File: config.mk
export PLATFORM = sky130hd
export DESIGN_NAME = edge_detector_bank
export DESIGN_NICKNAME = d
export VERILOG_FILES = /design/src/rtl/edge_pkg.sv /design/src/rtl/edge_chan.sv /design/src/rtl/edge_detector_bank.sv
export SDC_FILE = /design/constraint.sdc
export NUM_CORES = 1
export LEC_CHECK = 0
export CAP_MARGIN = 25
export CORE_UTILIZATION = 51
export CTS_BUF_LIST = sky130_fd_sc_hd__clkbuf_8 sky130_fd_sc_hd__clkbuf_16
export DETAILED_ROUTE_END_ITERATION = 8
export GPL_ROUTABILITY_DRIVEN = 0
export PLACE_DENSITY_LB_ADDON = 0.05
export RECOVER_POWER = 25
export SLEW_MARGIN = 20
export SYNTH_ARGS = -nofsm -noshare
export SYNTH_HDL_FRONTEND = slang
export SYNTH_SLANG_ARGS = --single-unit
File: constraint.sdc
create_clock -name clk -period 2.5 [get_ports clk]
set_input_delay 0.25 -clock clk [delete_from_list [all_inputs] [get_ports clk]]
set_output_delay 0.25 -clock clk [all_outputs]
set_load 0.005 [all_outputs]
File: src/rtl/edge_pkg.sv
// edge_pkg: mode field type and encodings shared by edge_chan and edge_detector_bank
package edge_pkg;
  typedef logic [1:0] mode_t;
  localparam mode_t MODE_OFF  = 2'b00;
  localparam mode_t MODE_RISE = 2'b01;
  localparam mode_t MODE_FALL = 2'b10;
  localparam mode_t MODE_BOTH = 2'b11;
endpackage

File: src/rtl/edge_chan.sv
// edge_chan: one channel; signal -> synchroniser -> debounce filter -> level, rise/fall/event pulses, sticky event_flag (flag_next feeds the bank irq)
module edge_chan
  import edge_pkg::*;
#(
  parameter int SYNC_STAGES   = 2,
  parameter int FILTER_CYCLES = 4
) (
  input  logic  clk,
  input  logic  rst_n,
  input  logic  signal,
  input  mode_t mode,
  input  logic  clear,
  output logic  level,
  output logic  rise_pulse,
  output logic  fall_pulse,
  output logic  event_pulse,
  output logic  event_flag,
  output logic  flag_next
);
  localparam int CW = FILTER_CYCLES > 1 ? $clog2(FILTER_CYCLES) : 1;
  logic [SYNC_STAGES-1:0] sync_q, sync_d;
  logic [CW-1:0] cnt_q, cnt_d;
  logic level_q, level_d, rise_q, rise_d, fall_q, fall_d, event_q, event_d, flag_q, flag_d;
  logic sync, diff, commit;
  always_comb begin
    sync_d  = {sync_q[SYNC_STAGES-2:0], signal};
    sync    = sync_q[SYNC_STAGES-1];
    diff    = sync != level_q;
    commit  = diff && cnt_q == CW'(FILTER_CYCLES - 1);
    cnt_d   = (diff && !commit) ? cnt_q + 1'b1 : '0;
    level_d = commit ? sync : level_q;
    rise_d  = commit & sync;
    fall_d  = commit & ~sync;
    event_d = (rise_d & |(mode & MODE_RISE)) | (fall_d & |(mode & MODE_FALL));
    flag_d  = event_d | (flag_q & ~clear);
  end
  always_ff @(posedge clk or negedge rst_n) begin
    if (!rst_n) begin
      sync_q  <= '0;
      cnt_q   <= '0;
      level_q <= 1'b0;
      rise_q  <= 1'b0;
      fall_q  <= 1'b0;
      event_q <= 1'b0;
      flag_q  <= 1'b0;
    end else begin
      sync_q  <= sync_d;
      cnt_q   <= cnt_d;
      level_q <= level_d;
      rise_q  <= rise_d;
      fall_q  <= fall_d;
      event_q <= event_d;
      flag_q  <= flag_d;
    end
  end
  assign level       = level_q;
  assign rise_pulse  = rise_q;
  assign fall_pulse  = fall_q;
  assign event_pulse = event_q;
  assign event_flag  = flag_q;
  assign flag_next   = flag_d;
endmodule

File: src/rtl/edge_detector_bank.sv
// edge_detector_bank: WIDTH debounced edge-detect channels with sticky flags and a masked, registered irq
module edge_detector_bank
  import edge_pkg::*;
#(
  parameter int WIDTH         = 8,
  parameter int SYNC_STAGES   = 2,
  parameter int FILTER_CYCLES = 4
) (
  input  logic               clk,
  input  logic               rst_n,
  input  logic [WIDTH-1:0]   signal,
  input  logic [2*WIDTH-1:0] mode,
  input  logic [WIDTH-1:0]   clear,
  input  logic [WIDTH-1:0]   irq_en,
  output logic [WIDTH-1:0]   level,
  output logic [WIDTH-1:0]   rise_pulse,
  output logic [WIDTH-1:0]   fall_pulse,
  output logic [WIDTH-1:0]   event_pulse,
  output logic [WIDTH-1:0]   event_flag,
  output logic               irq
);
  logic [WIDTH-1:0] flag_next;
  logic irq_q, irq_d;
  genvar i;
  for (i = 0; i < WIDTH; i++) begin : g_chan
    edge_chan #(
      .SYNC_STAGES  (SYNC_STAGES),
      .FILTER_CYCLES(FILTER_CYCLES)
    ) u_chan (
      .clk        (clk),
      .rst_n      (rst_n),
      .signal     (signal[i]),
      .mode       (mode[2*i+:2]),
      .clear      (clear[i]),
      .level      (level[i]),
      .rise_pulse (rise_pulse[i]),
      .fall_pulse (fall_pulse[i]),
      .event_pulse(event_pulse[i]),
      .event_flag (event_flag[i]),
      .flag_next  (flag_next[i])
    );
  end
  always_comb irq_d = |(flag_next & irq_en);
  always_ff @(posedge clk or negedge rst_n) begin
    if (!rst_n) irq_q <= 1'b0;
    else irq_q <= irq_d;
  end
  assign irq = irq_q;
endmodule
* Word level (Yosys, flattened, before mapping) *
Cells that the tools add are included.

cells by class
  $add $sub $neg = 8
  equal/unequal tests = 16
  mux-type cells = 8
  bitwise gates (word level) = 73
  reduce and logical (&&, ||, !) cells = 25

operator list
  cell                                                           count
  1-bit AND                                                      40
  2-bit by 1-bit adder with 2-bit output, second input constant  8
  2-bit == test, second input constant                           8
  1-bit logical AND                                              16
  2-bit two-way mux                                              8
  1-bit NOT                                                      16
  1-bit bitwise OR                                               16
  8-bit AND                                                      1
  1-bit logical NOT                                              8
  1-bit inequality test                                          8
  8-bit OR reduction                                             1

storage, ports and cells
  register bits after elaboration = 73
  bits of input ports = 42
  output and inout bits = 41
  logic and storage cells = 187

* Depth between registers and ports, before layout *
Gate-level depths: netlist of run 1.

  depth after elaboration = 8
  gate-level depth with buffers = 5
  mapped depth without buffers = 5

* Cells and area by module *
From an unflattened synthesis of run 1, not the netlist that was laid out.

second synthesis, totals
  cell total of the unflattened synthesis = 198
  area total of the unflattened synthesis = 2,623.8 sq um

modules (own cells, without submodules)
  module              instances  cells an instance  area each (sq um)  seq. area each (sq um)
  edge_chan           8          24                 320.3              225.2
  edge_detector_bank  1          6                  61.3               25.0

* Least setup slack after synthesis of run 1 *
Ideal clock, no wire load.

  path type = reg2reg
  start point = reg g_chan[7].u_chan.cnt_q[0]
  end point = reg irq_q (netlist: irq)
  setup time = 0.135 ns
  arrival = 1.097 ns
  required time = 2.365 ns
  setup slack = 1.269 ns
  cell stages (with the launch flop) = 6
  path buffers = 0
  period minus slack after synthesis = 1.231 ns
  cells stage by stage = dfrtp_1 ha_1 nand2_1 o221ai_2 a22oi_1 nand4_1

between the ends
  cells in the longest elaborated chain, start to end = 8
  elaborated cells on any way between the ends = 10
  classes of those cells = 1 x eq/ne; 7 x bitwise; 2 x reduce/logical

RTL lines
  item                            RTL line                          text
  start, declared                 edge_chan.sv:22                   logic [CW-1:0] cnt_q, cnt_d;
  start signal, assigned          edge_chan.sv:48                   cnt_q <= cnt_d;
  2-bit == test *                 edge_chan.sv:29                   commit = diff && cnt_q == CW'(FILTER_CYCLES - 1);
  1-bit logical AND *             edge_chan.sv:29
  1-bit AND (on tied branches)    edge_chan.sv:32, edge_chan.sv:33
  1-bit AND                       edge_chan.sv:34                   event_d = (rise_d & |(mode & MODE_RISE)) | (fall_d & |(mode & MODE_FALL));
  1-bit bitwise OR *              edge_chan.sv:34
  1-bit bitwise OR *              edge_chan.sv:35                   flag_d = event_d | (flag_q & ~clear);
  via g_chan[7].u_chan.flag_next  edge_chan.sv:18                   output logic flag_next
  8-bit AND *                     edge_detector_bank.sv:43          always_comb irq_d = |(flag_next & irq_en);
  8-bit OR reduction *            edge_detector_bank.sv:43
  via irq_d                       edge_detector_bank.sv:23          logic irq_q, irq_d;
  end signal, assigned            edge_detector_bank.sv:46          else irq_q <= irq_d;
  end, declared                   edge_detector_bank.sv:23

The timed path passes the listed nets; every way through them passes the cells marked *.
A chain may end at the register's enable or synchronous reset.

* Worst setup path in the final report of run 1 *
  start point = reg g_chan[5].u_chan.level_q
  end point = out level[5]

RTL lines
  item                    RTL line                  text
  start, declared         edge_chan.sv:23           logic level_q, level_d, rise_q, rise_d, fall_q, fall_d, event_q, event_d, flag_q, flag_d;
  start signal, assigned  edge_chan.sv:49           level_q <= level_d;
  end, declared           edge_detector_bank.sv:15  output logic [WIDTH-1:0] level,

No word-level cell between the ends.

==> parameters.txt, run 1 <==
Parameter                              Value

Outcome
  Result of the run ... complete, but fails checks
  Violations in the final reports ... capacitance limit, slew limit

Critical path
  Critical path's slowest cell ... sky130_fd_sc_hd__clkdlybuf4s50_1
  Sort of element at the start of the critical path ... flop
  Arrival time at the worst endpoint ... 1320 ps
  Start-to-end type of the worst setup path ... flop to output port
  Cell chain of the critical path ... clkdlybuf4s50_1
  Cell family with most CP delay ... buffers and inverters
  Critical path depth in cells ... 1
  Worst EP required ... 2250 ps
  Delay contributed by the slowest stage of the critical path ... 540 ps
  Endpoint kind of the worst setup timing path ... output port
  Worst path buffer plus inverter count ... 1
  Number of cells on the worst reg-to-reg path ... 5
  Critical Path Fanout Max ... 7

Layout
  Fraction of final layout cells sized beyond drive strength 1 ... 0.09153
  Share of the core filled with cells in the final layout ... 0.6850
  Relative area change from synthesis to final layout ... 28.84%
  Number of cells in the finished layout apart from fillers ... 367
  Post-route design area ... 3795 um2
  Most frequent cells in the layout ... 73 x sky130_fd_sc_hd__dfrtp_1, 73 x sky130_fd_sc_hd__clkdlybuf4s50_1, 18 x sky130_fd_sc_hd__inv_1, 14 x sky130_fd_sc_hd__nand2_1, 13 x sky130_fd_sc_hd__nor2_1
  Net total in the final layout ... 340
  Antenna fix cells ... 0

Clock tree
  Buffer count from post-CTS setup fixing ... 0
  Max clock buf depth ... 2
  Number of H-tree branching levels ... 3
  TritonCTS clock tree ... yes
  Hold bufs inserted after CTS ... 0
  Source-to-sink clock delay at the later pin of the worst-skew pair ... 330 ps
  Clock input transition at the sequential cells of the worst setup and hold paths ... 70 ps
  Clock root cell ... sky130_fd_sc_hd__clkbuf_8
  Number of buffers added by the clock tree synthesis step ... 9
  Number of clock sinks seen by CTS ... 73
  Post_cts resized ... 0

Drt
  Routed Antenna Nets ... 0
  WL/cell ... 12.64 um
  1st-pass router iterations ... 2
  Routed Wire Length ... 4.638 mm
  Number of remaining DRC errors ... 0
  Detailed-route vias per instance ... 4.757
  Number of DRC markers in iteration 0 ... 53
  Vias after detailed routing ... 1746

GRT
  Antenna violations before repair ... 0
  First-pass GRT wire length ... 7.707 mm
  Remaining Overflow, GRT ... 0
  Largest net degree at the start of global routing ... 74
  Vias in the first global route ... 1733
  Global-route total usage across every layer ... 0.1682

STA
  Final total negative setup slack ... 0 ps
  Worst path setup slack after routing ... 926.9 ps
  Final hold viol count ... 0
  Worst clock skew ... 6.909 ps
  Min Tclk post-route ... 1573 ps
  Peak clock frequency supported by timing ... 635.7 MHz
  Worst relative slew slack ... -0.1625
  Worst-margin pin slew ... 1744 ps
  Setup repair after global routing missed its margin ... no
  Min Hold Slack ... 348.3 ps
  Final setup violation count ... 0
  Slew Limit Fails ... 74
  Post-route clock period utilization ... 0.6293

Yosys
  Total standard cell area after synthesis ... 2945 um2
  Post-synthesis sequential area ratio ... 0.6202
  Synth warnings ... 0
  Synth cell types ... 21
  Synth Register Bits ... 73
  Post-synthesis area per instance ... 12.43 um2
  Synthesized Nets ... 287
  Post-Synthesis Cells ... 237

Floorplan
  Cell Rows ... 27
  Placeable core region ... 5540 um2
  Die height ... 78.00 um
  Area of the die ... 6083 um2
  Width of the die ... 78.00 um
  I/O pin count ... 83
  Initial Util ... 0.5316

Power and ir drop
  Leakage power ... 1.660 nW
  Worst IR drop on VDD ... 0.5514 mV
  Overall Power ... 3.406 mW
  Power density of the placed cells ... 897.4 nW/um2

Place
  Number of buffers inserted by port buffering ... 82
  Placed instance area ... 3553 um2
  Minimum setup slack after placement ... 1038 ps
  Number of placed cells counting well taps ... 351
  HPWL after detailed placement ... 3.249 mm

Job
  Max cap viols ... 1

Min path
  Cell depth of the worst min-delay path ... 0
  Min-Delay Path Class ... flop to flop
-- cell families (layout without fill, tap and decap cells) --
family / after synthesis / after routing / synth area share
multiplexers: 3 / 3 / 0.01147
flip-flops: 73 / 73 / 0.6202
XOR/XNOR: 4 / 4 / 0.01189
AND/OR/NAND/NOR: 59 / 59 / 0.1122
adder cells (fa/ha/maj): 8 / 8 / 0.03399
AO/OA/AOI/OAI: 33 / 33 / 0.08666
buffers and inverters: 57 / 115 / 0.1236
-- routing by layer --
| layer | track usage | vias to the layer above | wire [um] |
|---|---|---|---|
| li1 | - | 866 | - |
| met1 | 0.2072 | 817 | 2074 |
| met2 | 0.2735 | 51 | 2230 |
| met3 | 0.03529 | 12 | 227 |
| met4 | 0.1000 | 0 | 105 |
| met5 | 0 | - | 0 |
-- worst register-to-register path: cells and delay by family (launching register included) --
| family | cells | cell delay, ps |
|---|---|---|
| flip-flops | 1 | 400 |
| AO/OA/AOI/OAI | 2 | 370 |
| adder cells (fa/ha/maj) | 1 | 290 |
| AND/OR/NAND/NOR | 2 | 250 |
-- cell usage after synthesis, drive strengths merged --
master  number  area, um2
nor2        13      48.80
nor3         4      20.02
nand4        1      6.260
inv         17      63.81
nand2b      16      115.1
ha           8      100.1
nor3b        7      52.55
buf         40      300.3
a211oi       8      60.06
mux2         3      33.78
a22oi        4      30.03
o22ai        4      25.02
o221ai       8      95.09
nand4b       4      35.03
xnor2        4      35.03
nand2       14      52.55
o21ai        9      45.04
dfrtp       73       1827
-- path summary, 6_finish.rpt --
kind                                             from  slack [ps]                          end
max in group asynchronous                       rst_n        1090    g_chan[1].u_chan.cnt_q[1]
setup / recovery               g_chan[5].u_chan.level         930                     level[5]
hold / removal             g_chan[1].u_chan.sync_q[0]         350   g_chan[1].u_chan.sync_q[1]
setup reg to reg            g_chan[7].u_chan.cnt_q[0]        1070                          irq
hold reg to reg            g_chan[1].u_chan.sync_q[0]         350   g_chan[1].u_chan.sync_q[1]
min in group asynchronous                       rst_n         380  g_chan[4].u_chan.rise_pulse
-- final cells by class --
| class | count | area, um2 |
|---|---|---|
| well taps | 72 | 90.09 |
| multi-input cells | 107 | 754.5 |
| fillers | 447 | 1745 |
| repair buffers | 82 | 815.8 |
| clock buffers | 10 | 137.6 |
| flip-flops and latches | 73 | 1827 |
| clock inverters | 6 | 106.4 |
| inverters | 17 | 63.81 |
-- where the power goes --
part	leakage [nW]	internal (mW)	switching (mW)
logic	0.585	0.445	0.314
clock network	0.124	0.685	0.412
registers	0.951	1.40	0.152
total	1.66	2.53	0.878
-- state kept, by name, indices dropped and copies added, names as in the netlist --
name,flops
g_chan.u_chan.level,8
g_chan.u_chan.fall_pulse,8
irq,1
g_chan.u_chan.rise_pulse,8
g_chan.u_chan.sync_q,16
g_chan.u_chan.cnt_q,16
g_chan.u_chan.event_flag,8
g_chan.u_chan.event_pulse,8
No activity file was read; power rests on OpenSTA's default activity.
==> run 2: changes to the inputs <==
--- a/config.mk
+++ b/config.mk
@@ -6,7 +6,7 @@
 export NUM_CORES = 1
 export LEC_CHECK = 0
 export CAP_MARGIN = 25
-export CORE_UTILIZATION = 51
+export CORE_UTILIZATION = 47
 export CTS_BUF_LIST = sky130_fd_sc_hd__clkbuf_8 sky130_fd_sc_hd__clkbuf_16
 export DETAILED_ROUTE_END_ITERATION = 8
 export GPL_ROUTABILITY_DRIVEN = 0
==> constraint.sdc (replaced) <==
create_clock -name clk -period 1.6 [get_ports clk]
set_input_delay 0.16 -clock clk [delete_from_list [all_inputs] [get_ports clk]]
set_output_delay 0.16 -clock clk [all_outputs]
set_load 0.005 [all_outputs]
==> run 2 against run 1 <==
The flow now finishes without violations; sequential power increased by 57%; via count rose by 1.9%; hold slack is essentially flat; non-clock buffer count rose by 4; first-iteration DRC count increased by 62%; die area rose by 8.3%; total power is 51% higher; cell count rose by 1.6%; wire length up 6.3%; register-to-register slack lost 910 ps; count of clock-buffer cells in the layout increased by 3; critical path depth unchanged; largest power group unchanged.
==> parameters.txt, run 2 (synthesized netlist as in run 1, its figures left out) <==
Parameter                              Value

GRT
  Global-route total usage across every layer ... 0.1668 (-0.001420)
  Remaining Overflow, GRT ... 0 (unchanged)
  First-pass GRT wire length ... 7.976 mm (+3.5%)
  Vias in the first global route ... 1729 (-0.23%)
  Largest net degree at the start of global routing ... 38 (-49%)
  Antenna violations before repair ... 0 (unchanged)

Drt
  Number of remaining DRC errors ... 0 (unchanged)
  Detailed-route vias per instance ... 4.769 (+0.25%)
  Vias after detailed routing ... 1779 (+1.9%)
  Routed Wire Length ... 4.928 mm (+6.3%)
  WL/cell ... 13.21 um (+4.5%)
  Routed Antenna Nets ... 0 (unchanged)
  Number of DRC markers in iteration 0 ... 86 (+62%)
  1st-pass router iterations ... 4 (+2)

STA
  Slew Limit Fails ... 0 (-100%)
  Final hold viol count ... 0 (unchanged)
  Worst clock skew ... 4.838 ps (-2.070 ps)
  Final total negative setup slack ... 0 ps (unchanged)
  Min Tclk post-route ... 1492 ps
  Final setup violation count ... 0 (unchanged)
  Worst relative slew slack ... 0.5835 (+0.7460)
  Setup repair after global routing missed its margin ... no
  Peak clock frequency supported by timing ... 670.1 MHz
  Worst-margin pin slew ... 624.7 ps (-1119 ps)
  Post-route clock period utilization ... 0.9327
  Worst path setup slack after routing ... 107.7 ps (-819.1 ps)

Critical path
  Critical path's slowest cell ... sky130_fd_sc_hd__clkdlybuf4s50_1
  Cell chain of the critical path ... clkdlybuf4s50_1
  Cell family with most CP delay ... buffers and inverters
  Endpoint kind of the worst setup timing path ... output port
  Sort of element at the start of the critical path ... flop
  Delay contributed by the slowest stage of the critical path ... 540 ps (about the same)
  Worst path buffer plus inverter count ... 1 (unchanged)
  Arrival time at the worst endpoint ... 1330 ps (about the same)
  Critical Path Fanout Max ... 7 (unchanged)
  Start-to-end type of the worst setup path ... flop to output port
  Worst EP required ... 1440 ps (-810 ps)

Job
  Max cap viols ... 0 (-1)

Layout
  Net total in the final layout ... 344 (+1.2%)
  Number of filler cells placed in the layout ... 477 (+6.7%)
  Relative area change from synthesis to final layout ... 29.40%
  Fraction of final layout cells sized beyond drive strength 1 ... 0.1007 (+0.009146)
  Largest registers ... g_chan.u_chan.cnt_q (16), g_chan.u_chan.sync_q (16)
  Most frequent cells in the layout ... 73 x sky130_fd_sc_hd__dfrtp_1, 73 x sky130_fd_sc_hd__clkdlybuf4s50_1, 17 x sky130_fd_sc_hd__inv_1, 14 x sky130_fd_sc_hd__nand2_1
  Antenna fix cells ... 0 (unchanged)

Clock tree
  Buffer count from post-CTS setup fixing ... 0 (unchanged)
  Number of buffers added by the clock tree synthesis step ... 9 (unchanged)
  Max clock buf depth ... 2 (unchanged)
  TritonCTS clock tree ... yes
  Clock root cell ... sky130_fd_sc_hd__clkbuf_8
  Number of clock sinks seen by CTS ... 73 (unchanged)
  Number of H-tree branching levels ... 3 (unchanged)
  Clock input transition at the sequential cells of the worst setup and hold paths ... 70 ps (about the same)
  Source-to-sink clock delay at the later pin of the worst-skew pair ... 330 ps (about the same)

Floorplan
  Width of the die ... 81.16 um (+4.1%)
  Placeable core region ... 5991 um2 (+8.1%)
  Initial Util ... 0.4916 (-0.03997)
  I/O pin count ... 83 (unchanged)
  Area of the die ... 6587 um2 (+8.3%)
  Die height ... 81.16 um (+4.1%)
  Cell Rows ... 28 (+3.7%)

Outcome
  Result of the run ... finished clean

Power and ir drop
  Internal portion of total power ... 3.771 mW (+49%)
  Power share of the sequential group ... 0.473 (+0.018)
  Combinational share of power ... 0.236 (+0.013)
  Sw Ratio ... 0.2663 (+0.008483)
  Leakage power ... 1.671 nW (+0.66%)
  Power density of the placed cells ... 1349 nW/um2 (+50%)
  Worst IR drop on VDD ... 0.7281 mV (+32%)
  Sw power ... 1.369 mW (+56%)
  Share of total power in the clock network ... 0.291 (-0.031)

Place
  Number of buffers inserted by port buffering ... 82 (unchanged)
  Minimum setup slack after placement ... 179.7 ps (-858.8 ps)
  HPWL after detailed placement ... 3.628 mm (+12%)

Min path
  Min-Delay Path Class ... flop to flop
[run 2: cell types whose count changed in the layout (fill, tap and decap cells not counted), sizes merged]
| cell | before | now |
|---|---|---|
| buf | 0 | 2 |
| bufinv | 3 | 1 |
| clkbuf | 11 | 15 |
| clkinvlp | 1 | 0 |
| dlygate4sd3 | 8 | 9 |
| inv | 18 | 17 |
[run 2: path summary, 6_finish.rpt]
| path | slack (ps) | depth (start not counted) | end | from |
|---|---|---|---|---|
| max | 110 | 1 | level[5] | g_chan[5].u_chan.level |
| min | 350 | 0 | g_chan[7].u_chan.sync_q[1] | g_chan[7].u_chan.sync_q[0] |
| max reg2reg | 160 | 5 | irq | g_chan[3].u_chan.cnt_q[0] |
| min reg2reg | 350 | 0 | g_chan[7].u_chan.sync_q[1] | g_chan[7].u_chan.sync_q[0] |
| max in group asynchronous | 470 | 3 | g_chan[6].u_chan.sync_q[1] | rst_n |
| min in group asynchronous | 380 | 2 | g_chan[4].u_chan.cnt_q[1] | rst_n |
[run 2: layout make-up]
cell class / instances / area (um2) / area share
clock inverter: 2 / 35.03 / 0.009192
inverter: 17 / 63.81 / 0.01674
sequential: 73 / 1827 / 0.4793
clock buffer: 13 / 178.9 / 0.04695
tap: 75 / 93.84 / 0.02462
multi-input combinational: 107 / 754.5 / 0.1980
timing repair buffer: 86 / 858.3 / 0.2252
[run 2: metrics by stage]
stage | cells | area, um2 | total power, mW | utilization | hold WS, ps
floorplan | 237 | 2945 | 3.246 | - | -135.6
finish | 373 | 3811 | 5.141 | 0.6362 | 348.4
detailed placement | 357 | 3592 | 3.692 | 0.5996 | 85.78
CTS | 373 | 3816 | 5.216 | 0.6370 | 246.2
global route | 373 | 3811 | 5.487 | 0.6362 | 361.3
global placement | 357 | 3592 | 3.659 | 0.5996 | 85.10
[run 2: per-layer routing]
layer  GRT usage  part of all wire  routed length, um  up-vias
li1            -                 -                  -      874
met4     0.09107             0.018                 87        0
met1      0.2150              0.44               2187      843
met5           0                 0                  0        -
met3     0.04157             0.052                258        9
met2      0.2580              0.49               2394       53
[run 2: power by group through the flow]
stage	logic, mW	clock network (mW)	registers (mW)
2_1_floorplan	0.843	0	2.40
3_3_place_gp	1.21	0	2.45
3_5_place_dp	1.22	0	2.47
4_1_cts	1.24	1.55	2.43
5_1_grt	1.39	1.62	2.48
6_report	1.21	1.50	2.43
[run 2: what timing repair did]
action,in CTS,in global routing
hold buffers,1,0
hold endpoints to repair,23,0
resized for setup,0,0
==> run 3: changes to the inputs <==
--- a/config.mk
+++ b/config.mk
@@ -5,7 +5,6 @@
 export SDC_FILE = /design/constraint.sdc
 export NUM_CORES = 1
 export LEC_CHECK = 0
-export CAP_MARGIN = 25
 export CORE_UTILIZATION = 47
 export CTS_BUF_LIST = sky130_fd_sc_hd__clkbuf_8 sky130_fd_sc_hd__clkbuf_16
 export DETAILED_ROUTE_END_ITERATION = 8
==> results of run 3 <==
The final DEF is identical to that of run 2; final timing and power are the same.
